[src/rtl/axi4_lite_lstm_sequencer.sv]
// rtl/axi4_lite_lstm_sequencer.sv - AXI4-Lite master that streams a sequence into the LSTM slave and returns its result
module axi4_lite_lstm_sequencer #(
    parameter int          WIDTH       = 32,
    parameter int          DEPTH       = 512,
    parameter logic [31:0] INPUT_BASE  = 32'h0000_0000,
    parameter logic [31:0] START_ADDR  = 32'h0000_1000,
    parameter logic [31:0] STATUS_ADDR = 32'h0000_1004,
    parameter logic [31:0] RESULT_ADDR = 32'h0000_1008,
    parameter int          POLL_LIMIT  = 1024
) (
    input  logic             clk,
    input  logic             rst,
    // input sequence stream
    input  logic [WIDTH-1:0] s_data,
    input  logic             s_valid,
    input  logic             s_last,
    output logic             s_ready,
    // result stream
    output logic [WIDTH-1:0] m_data,
    output logic             m_valid,
    input  logic             m_ready,
    // AXI4-Lite write address
    output logic [31:0]      awaddr,
    output logic [2:0]       awprot,
    output logic             awvalid,
    input  logic             awready,
    // AXI4-Lite write data
    output logic [WIDTH-1:0] wdata,
    output logic [3:0]       wstrb,
    output logic             wvalid,
    input  logic             wready,
    // AXI4-Lite write response
    input  logic [1:0]       bresp,
    input  logic             bvalid,
    output logic             bready,
    // AXI4-Lite read address
    output logic [31:0]      araddr,
    output logic [2:0]       arprot,
    output logic             arvalid,
    input  logic             arready,
    // AXI4-Lite read data
    input  logic [WIDTH-1:0] rdata,
    input  logic [1:0]       rresp,
    input  logic             rvalid,
    output logic             rready,
    // sticky error flags, cleared only by reset
    output logic             err_resp,
    output logic             err_overflow,
    output logic             err_timeout
);

    localparam int IW = (DEPTH > 1) ? $clog2(DEPTH) : 1;
    localparam int PW = (POLL_LIMIT > 1) ? $clog2(POLL_LIMIT + 1) : 1;

    // WRITE/BRESP serve both input words and the start command; RADDR/RDATA
    // serve both status polls and the result read.
    localparam logic [2:0] ST_IDLE   = 3'd0;
    localparam logic [2:0] ST_WRITE  = 3'd1;
    localparam logic [2:0] ST_BRESP  = 3'd2;
    localparam logic [2:0] ST_RADDR  = 3'd3;
    localparam logic [2:0] ST_RDATA  = 3'd4;
    localparam logic [2:0] ST_OUTPUT = 3'd5;

    logic [2:0]    state;
    logic [IW-1:0] index;
    logic [PW-1:0] poll_cnt;
    logic          cap_last;    // word in flight closes the sequence
    logic          wr_start;    // write in flight is the start command
    logic          rd_result;   // read in flight is the result read
    logic          at_end;
    logic          aw_fin;
    logic          w_fin;
    logic          poll_expired;

    assign at_end       = (index == IW'(DEPTH - 1));
    assign aw_fin       = !awvalid || awready;
    assign w_fin        = !wvalid || wready;
    assign poll_expired = (poll_cnt == PW'(POLL_LIMIT - 1));

    // Handshake readies decode directly from the state so they never lag it
    assign s_ready = (state == ST_IDLE);
    assign bready  = (state == ST_BRESP);
    assign rready  = (state == ST_RDATA);
    assign awprot  = 3'b000;
    assign arprot  = 3'b000;
    assign wstrb   = 4'hF;

    // Sequencer FSM: every AXI valid and address/data is registered so it stays stable until accepted
    always_ff @(posedge clk or posedge rst) begin
        if (rst) begin
            state        <= ST_IDLE;
            index        <= '0;
            poll_cnt     <= '0;
            cap_last     <= 1'b0;
            wr_start     <= 1'b0;
            rd_result    <= 1'b0;
            awaddr       <= '0;
            awvalid      <= 1'b0;
            wdata        <= '0;
            wvalid       <= 1'b0;
            araddr       <= '0;
            arvalid      <= 1'b0;
            m_data       <= '0;
            m_valid      <= 1'b0;
            err_resp     <= 1'b0;
            err_overflow <= 1'b0;
            err_timeout  <= 1'b0;
        end else begin
            case (state)
                ST_IDLE: begin
                    if (s_valid) begin
                        awaddr   <= INPUT_BASE + (32'(index) << 2);
                        wdata    <= s_data;
                        awvalid  <= 1'b1;
                        wvalid   <= 1'b1;
                        wr_start <= 1'b0;
                        // the last buffer slot always closes the sequence
                        cap_last <= s_last || at_end;
                        if (at_end && !s_last) begin
                            err_overflow <= 1'b1;
                        end
                        state <= ST_WRITE;
                    end
                end

                ST_WRITE: begin
                    if (awvalid && awready) begin
                        awvalid <= 1'b0;
                    end
                    if (wvalid && wready) begin
                        wvalid <= 1'b0;
                    end
                    if (aw_fin && w_fin) begin
                        state <= ST_BRESP;
                    end
                end

                ST_BRESP: begin
                    if (bvalid) begin
                        if (bresp != 2'b00) begin
                            err_resp <= 1'b1;
                        end
                        if (wr_start) begin
                            wr_start  <= 1'b0;
                            poll_cnt  <= '0;
                            rd_result <= 1'b0;
                            araddr    <= STATUS_ADDR;
                            arvalid   <= 1'b1;
                            state     <= ST_RADDR;
                        end else if (cap_last) begin
                            index    <= '0;
                            cap_last <= 1'b0;
                            wr_start <= 1'b1;
                            awaddr   <= START_ADDR;
                            wdata    <= WIDTH'(1);
                            awvalid  <= 1'b1;
                            wvalid   <= 1'b1;
                            state    <= ST_WRITE;
                        end else begin
                            index <= index + 1'b1;
                            state <= ST_IDLE;
                        end
                    end
                end

                ST_RADDR: begin
                    if (arready) begin
                        arvalid <= 1'b0;
                        state   <= ST_RDATA;
                    end
                end

                ST_RDATA: begin
                    if (rvalid) begin
                        if (rresp != 2'b00) begin
                            err_resp <= 1'b1;
                        end
                        if (rd_result) begin
                            m_data    <= rdata;
                            m_valid   <= 1'b1;
                            rd_result <= 1'b0;
                            state     <= ST_OUTPUT;
                        end else if (rdata[0]) begin
                            rd_result <= 1'b1;
                            araddr    <= RESULT_ADDR;
                            arvalid   <= 1'b1;
                            state     <= ST_RADDR;
                        end else if (poll_expired) begin
                            // give up on this sequence without producing a result
                            err_timeout <= 1'b1;
                            state       <= ST_IDLE;
                        end else begin
                            poll_cnt <= poll_cnt + 1'b1;
                            arvalid  <= 1'b1;
                            state    <= ST_RADDR;
                        end
                    end
                end

                ST_OUTPUT: begin
                    if (m_ready) begin
                        m_valid <= 1'b0;
                        state   <= ST_IDLE;
                    end
                end

                default: begin
                    state <= ST_IDLE;
                end
            endcase
        end
    end

endmodule

[config.mk]
export PLATFORM = sky130hd
export DESIGN_NAME = axi4_lite_lstm_sequencer
export DESIGN_NICKNAME = d
export VERILOG_FILES = /design/src/rtl/axi4_lite_lstm_sequencer.sv
export SDC_FILE = /design/constraint.sdc
export NUM_CORES = 1
export LEC_CHECK = 0
export CAP_MARGIN = 30
export CORE_MARGIN = 2
export CORE_UTILIZATION = 39
export DETAILED_ROUTE_END_ITERATION = 10
export GPL_ROUTABILITY_DRIVEN = 0
export HOLD_SLACK_MARGIN = 0.1
export PLACE_DENSITY = 0.86
export SLEW_MARGIN = 20
export SYNTH_ARGS = -nofsm -noshare
export SYNTH_HDL_FRONTEND = slang
export SYNTH_SLANG_ARGS = --single-unit
[constraint.sdc]
create_clock -name clk -period 4.3 [get_ports clk]
set_input_delay 0.645 -clock clk [delete_from_list [all_inputs] [get_ports clk]]
set_output_delay 0.645 -clock clk [all_outputs]
set_load 0.05 [all_outputs]
---- Word level (Yosys, flattened, before mapping) ----
Index checks and enable logic that the tools add are counted.
word-level totals
  register bits ........................... 161
  bits of input ports ..................... 78
  output and inout bits ................... 148
  logic and storage cells ................. 158
operators by class
  mux-type cells .......................... 76
  bitwise gates (word level) .............. 3
  add/sub/neg operators ................... 2
  eq/ne operators ......................... 26
  reduce and logical (&&, ||, !) cells .... 34
operator list
  cell                     number
  $mux W32                 13
  $pmux W32 S2             3
  $mux W11                 6
  $mux W1                  33
  $ne A2 B2 Y1 const B     13
  $reduce_and A6 Y1        4
  $pmux W11 S2             1
  $mux W3                  7
  $pmux W3 S6              1
  $reduce_and A5 Y1        3
  $reduce_and A7 Y1        2
  $reduce_and A3 Y1        4
  $reduce_and A4 Y1        3
  $add A11 B1 Y11 const B  1
  $eq A11 B10 Y1 const B   1
  $ne A2 B1 Y1 const B     5
  $pmux W1 S2              5
  $reduce_bool A2 Y1       5
  $add A9 B1 Y9 const B    1
  $eq A9 B9 Y1 const B     1
  $mux W9                  1
  $pmux W1 S3              3
  $eq A3 B2 Y1 const B     2
  $eq A3 B3 Y1 const B     2
  9 further kinds          21

---- Longest topological paths before layout ----
  depth in word-level cells ............... 6
  mapped depth ............................ 8
  gate-level depth less buffers ........... 7

---- Least setup slack after synthesis ----
No wires, ideal clock.
  path kind ............................... flip-flop to output port
  from .................................... register state[1]
  to ...................................... output port s_ready
  arrival ................................. 1.862 ns
  cell stages (with the launch flop) ...... 4
  setup slack ............................. 1.793 ns
  cells stage by stage .................... dfrtp_1 buf_4 clkbuf_1 nor3_1
between the ends
  cells in the longest elaborated chain, start to end .. 1
RTL lines
  what                    line  RTL
  from (decl)             64    logic [2:0] state;
  from (signal assigned)  91    state <= ST_IDLE;
  from (signal assigned)  122   state <= ST_WRITE;
  from (signal assigned)  134   state <= ST_BRESP;
  $logic_not A3 Y1        81    assign s_ready = (state == ST_IDLE);
  to (decl)               17    output logic s_ready,
Every way passes these cells.

---- Worst setup path after layout ----
  from .................................... register state[0]
  to ...................................... output port rready
between the ends
  cells in the longest elaborated chain, start to end .. 1
RTL lines
  what          line  RTL
  $eq A3 B3 Y1  83    assign rready = (state == ST_RDATA);
  to (decl)     45    output logic rready,
Every way passes these cells.

==> impl_summary.md <==
Place
Including well taps, the total number of placed cells is between 700 and 800. The number of buffers added on ports is 164. OpenSTA, run right after detailed placement, puts the worst setup slack at 1.63 ns. The half-perimeter wire length after detailed placement is a little over 9000 microns.

CTS
The total clock buffers created by CTS is 9. After clock tree synthesis, the flow added hold-fix buffers numbering 0. After clock tree synthesis, the setup repair step added 0 buffers. Clock tree synthesis selected as its root buffer the cell sky130_fd_sc_hd__clkbuf_16. The clock transition at the registers of the reported paths is roughly 0.070 ns. The H-tree level count is 3.

The TritonCTS sink count is 110. TritonCTS built the clock tree. The number of resized instances in the post-cts repair step is 0. For the worst-skew pair, the clock arrives at the later sink with an insertion delay of roughly 0.35 ns.

The clock passes through at most 2 buffers.

Outcome
The flow ran to the end, and the final reports show no timing, DRC or antenna violations.

Detailed routing
The DRC violations left is 0. The via-per-instance ratio is 5.07. The first detailed-routing pass took 5 iterations. After detailed routing, the total wire length is 12600 microns. The count of nets left with antenna violations once routing finished came out at 0.

Across all layers, the routed design uses 3997 vias. The routed wirelength normalized by instance count is 16.0 microns. The number of DRC markers after the initial detailed-route iteration is 447.

Critical path
Data on the critical path is required at its endpoint by roughly 3.7 ns. The internal reg-to-reg setup slack is 2.05 ns. The highest fanout seen on the critical path is 15. The terminus of the critical flop-to-flop path is m_data[21].

The classification of the worst setup path is flop to output pin. The worst register-to-register path has a depth of 4. The signal arrival time at the worst endpoint is between 2 and 2.5 ns.

The startpoint of the worst register-to-register path is state[0]. The worst setup path is launched from a flop. The type of element capturing the critical path is an output pin.

Job
The max-cap violation count is 0.

Timing
The hold violation count in the final report was 0. Adding up every negative setup slack in the final design gives 0 ns. Setup violations remaining at the end of the flow were counted as 0. The worst pin sits at a relative slew slack of about 48%.

For the final database, setup skew stands at 0.00808 ns. The time the worst path needs with I/O delays and setup is slightly above 3 ns. The slew at the pin closest to its max-slew limit is 0.771 ns. Setup repair after global routing left no endpoint under its margin. The maximum clock frequency is 0.326 GHz. The count of final max-slew check failures came to 0. Setup slack closes at between 1 and 1.5 ns. The final clock period utilization by the worst path is 71.4%. Hold is met by between 0.4 and 0.5 ns.

Synthesis
The cell count after synthesis is around 450. In this run the biggest area consumer among cell types represents 52.8% of the synthesized area. The synthesized design contains 0 enable-type register cells. The post-synthesis cell type count is 59. By count the netlist is led by 110 x sky130_fd_sc_hd__dfrtp_1, 62 x sky130_fd_sc_hd__buf_4, 42 x sky130_fd_sc_hd__a22o_1, 33 x sky130_fd_sc_hd__nand2_1, 32 x sky130_fd_sc_hd__mux2_2. For this run, the leading register cell type out of synthesis is sky130_fd_sc_hd__dfrtp_1. The most common cell in the netlist is sky130_fd_sc_hd__dfrtp_1.

Summing every instance area after synthesis gives ~0.0052 sq mm. The number of warnings printed during yosys synthesis is 0. The number of flip-flops and latches in the synthesized netlist is 110. In the post-synthesis netlist, the biggest area contributors are sky130_fd_sc_hd__dfrtp_1 53%, sky130_fd_sc_hd__buf_4 8.9%, sky130_fd_sc_hd__a22o_1 7.1%, sky130_fd_sc_hd__mux2_2 6.9%, sky130_fd_sc_hd__nand2_1 2.4%. The share of synthesized flip-flops with an asynchronous set or reset is 100%. Sequential cells were found to cover a little over half of the synthesized design area. The synthesized area per cell is 11.5 sq um. sky130_fd_sc_hd__dfrtp_1 takes more of the synthesized area than any other cell.

Power and ir drop
The total power density per cell area is roughly 800 mW/mm^2. The internal portion of the total power is 2.93 mW. Across the VDD grid, the largest voltage drop is 325 uV. The leakage component of the power is 3.19 nW. The switching power total is between 2 and 3 mW.

The relative contribution of sequential cells to total power is 31.2%. The clock network power share is 13.9%. The fraction of power spent switching nets is between 40 and 50%.

Combinational logic is responsible for between 50% and 60% of the overall power. Power comes to approximately 5.6 mW.

Die
The die is about 120 microns tall. The number of rows in the core area is 42. The die covers about 0.014 sq mm. The horizontal extent of the die is ~120 microns. The total area inside the core boundary comes to 0.0131 sq mm. The number of primary I/O pins is between 200 and 250. The starting density of the core is slightly below 40%.

GRT
For this run the aggregate overflow at the end of global routing stands at 0. The first global-routing pass estimated just over 20000 microns of wire. The via count of the first global-routing pass came to slightly below 4000. The pin count of the biggest net entering global routing is 61. The global-route total usage across every layer is roughly 18%. The number of antenna violations at the first check in global routing is 0.

Min path
The class of the tightest hold or removal check is flop to flop. The number of cells on the worst hold path is 1. The worst hold path terminates at err_resp. The source of the worst hold timing path is err_resp.

Cells and area
The final standard cell count with taps included and fillers excluded is 789. In the final layout, the share of cells above drive strength 1 is 10.9%. The number of antenna diodes in the final layout is 0. The count of nets after finishing is about 690. Fill cells in the final layout number 1098.

The area added between synthesis and finish is 35.8%.
## metal layers
layer  wire length, microns  up-vias  GRT usage, %
li1                       -     1805             -
met3                    812       22          3.14
met1                   5050     1954          22.1
met2                   6440      216          30.5
met4                    279        0          7.65
met5                      0        -             0
## power groups by stage
stage               Combinational, mW  Sequential (mW)  Clock [mW]
floorplan                        1.02             2.85           0
global placement                 3.02             1.73           0
detailed placement               3.08             1.77           0
CTS                              3.09             1.75       0.805
global route                     3.21             1.81       0.843
finish                           3.08             1.75       0.777
## state kept, by name (all words and copies together), names as in the netlist, 3 cells and up
signal / cells
araddr: 3
awaddr: 10
index: 9
m_data: 32
poll_cnt: 11
state: 3
wdata: 32
## layout by cell type, fill, tap and decap left out, types with 3 or more instances in the layout
cell / n
sky130_fd_sc_hd__nor3_1: 4
sky130_fd_sc_hd__clkbuf_16: 9
sky130_fd_sc_hd__nand2_1: 33
sky130_fd_sc_hd__a21oi_1: 4
sky130_fd_sc_hd__mux2i_1: 9
sky130_fd_sc_hd__nand2b_1: 15
sky130_fd_sc_hd__dfrtp_1: 110
sky130_fd_sc_hd__o31ai_1: 6
sky130_fd_sc_hd__mux2_2: 32
sky130_fd_sc_hd__nor2_1: 9
sky130_fd_sc_hd__clkinv_2: 3
sky130_fd_sc_hd__ha_1: 3
sky130_fd_sc_hd__a22o_1: 42
sky130_fd_sc_hd__and4_1: 3
sky130_fd_sc_hd__nor2b_1: 5
sky130_fd_sc_hd__conb_1: 61
sky130_fd_sc_hd__nand3_1: 10
sky130_fd_sc_hd__o21ai_0: 19
sky130_fd_sc_hd__buf_4: 3
sky130_fd_sc_hd__clkdlybuf4s50_1: 164
sky130_fd_sc_hd__nand4_1: 4
sky130_fd_sc_hd__and2_1: 3
sky130_fd_sc_hd__inv_1: 9
## layout make-up
| cell class | count | area (sq um) | share of cell area, % |
|---|---|---|---|
| sequential | 110 | 2750 | 38.9 |
| multi-input combinational | 307 | 2090 | 29.5 |
| timing repair buffer | 168 | 1690 | 23.9 |
| clock buffer | 10 | 229 | 3.24 |
| tap | 176 | 220 | 3.11 |
| inverter | 12 | 48.8 | 0.690 |
| clock inverter | 6 | 43.8 | 0.619 |
## stage by stage
stage	instance area [sq um]	utilization (%)
CTS	7070	53.8
floorplan	5430	-
global placement	6770	51.6
detailed placement	6800	51.8
finish	7070	53.8
global route	7070	53.8
## logic make-up (layout without fill, tap and decap cells)
kind of cell             Yosys count  after routing  synth area share [%]
flip-flops                       110            110                  52.8
AND/OR/NAND/NOR                  104            104                  11.5
AO/OA/AOI/OAI                     97             97                  14.5
buffers and inverters             94            196                  11.5
multiplexers                      42             42                  8.86
adder cells (fa/ha/maj)            3              3                 0.721
other                              2             61                 0.144
## critical path, cell delays in order (launching register included)
cell and delay, ns:
sky130_fd_sc_hd__dfrtp_1 0.55, sky130_fd_sc_hd__or3b_4 0.51, sky130_fd_sc_hd__clkinv_2 0.17, sky130_fd_sc_hd__clkdlybuf4s50_1 0.83
## worst max path at each step
stage	startpoint	endpoint	slack, ns	depth (start not counted)
2_1_floorplan	rst	araddr[12]	0.75	1
3_5_place_dp	state[0]	rready	1.63	3
3_3_place_gp	state[0]	rready	1.67	3
6_report	state[0]	rready	1.23	3
5_1_grt	state[2]	rready	1.17	3
4_1_cts	state[0]	rready	1.24	3
(Power assumes the default switching activity.)
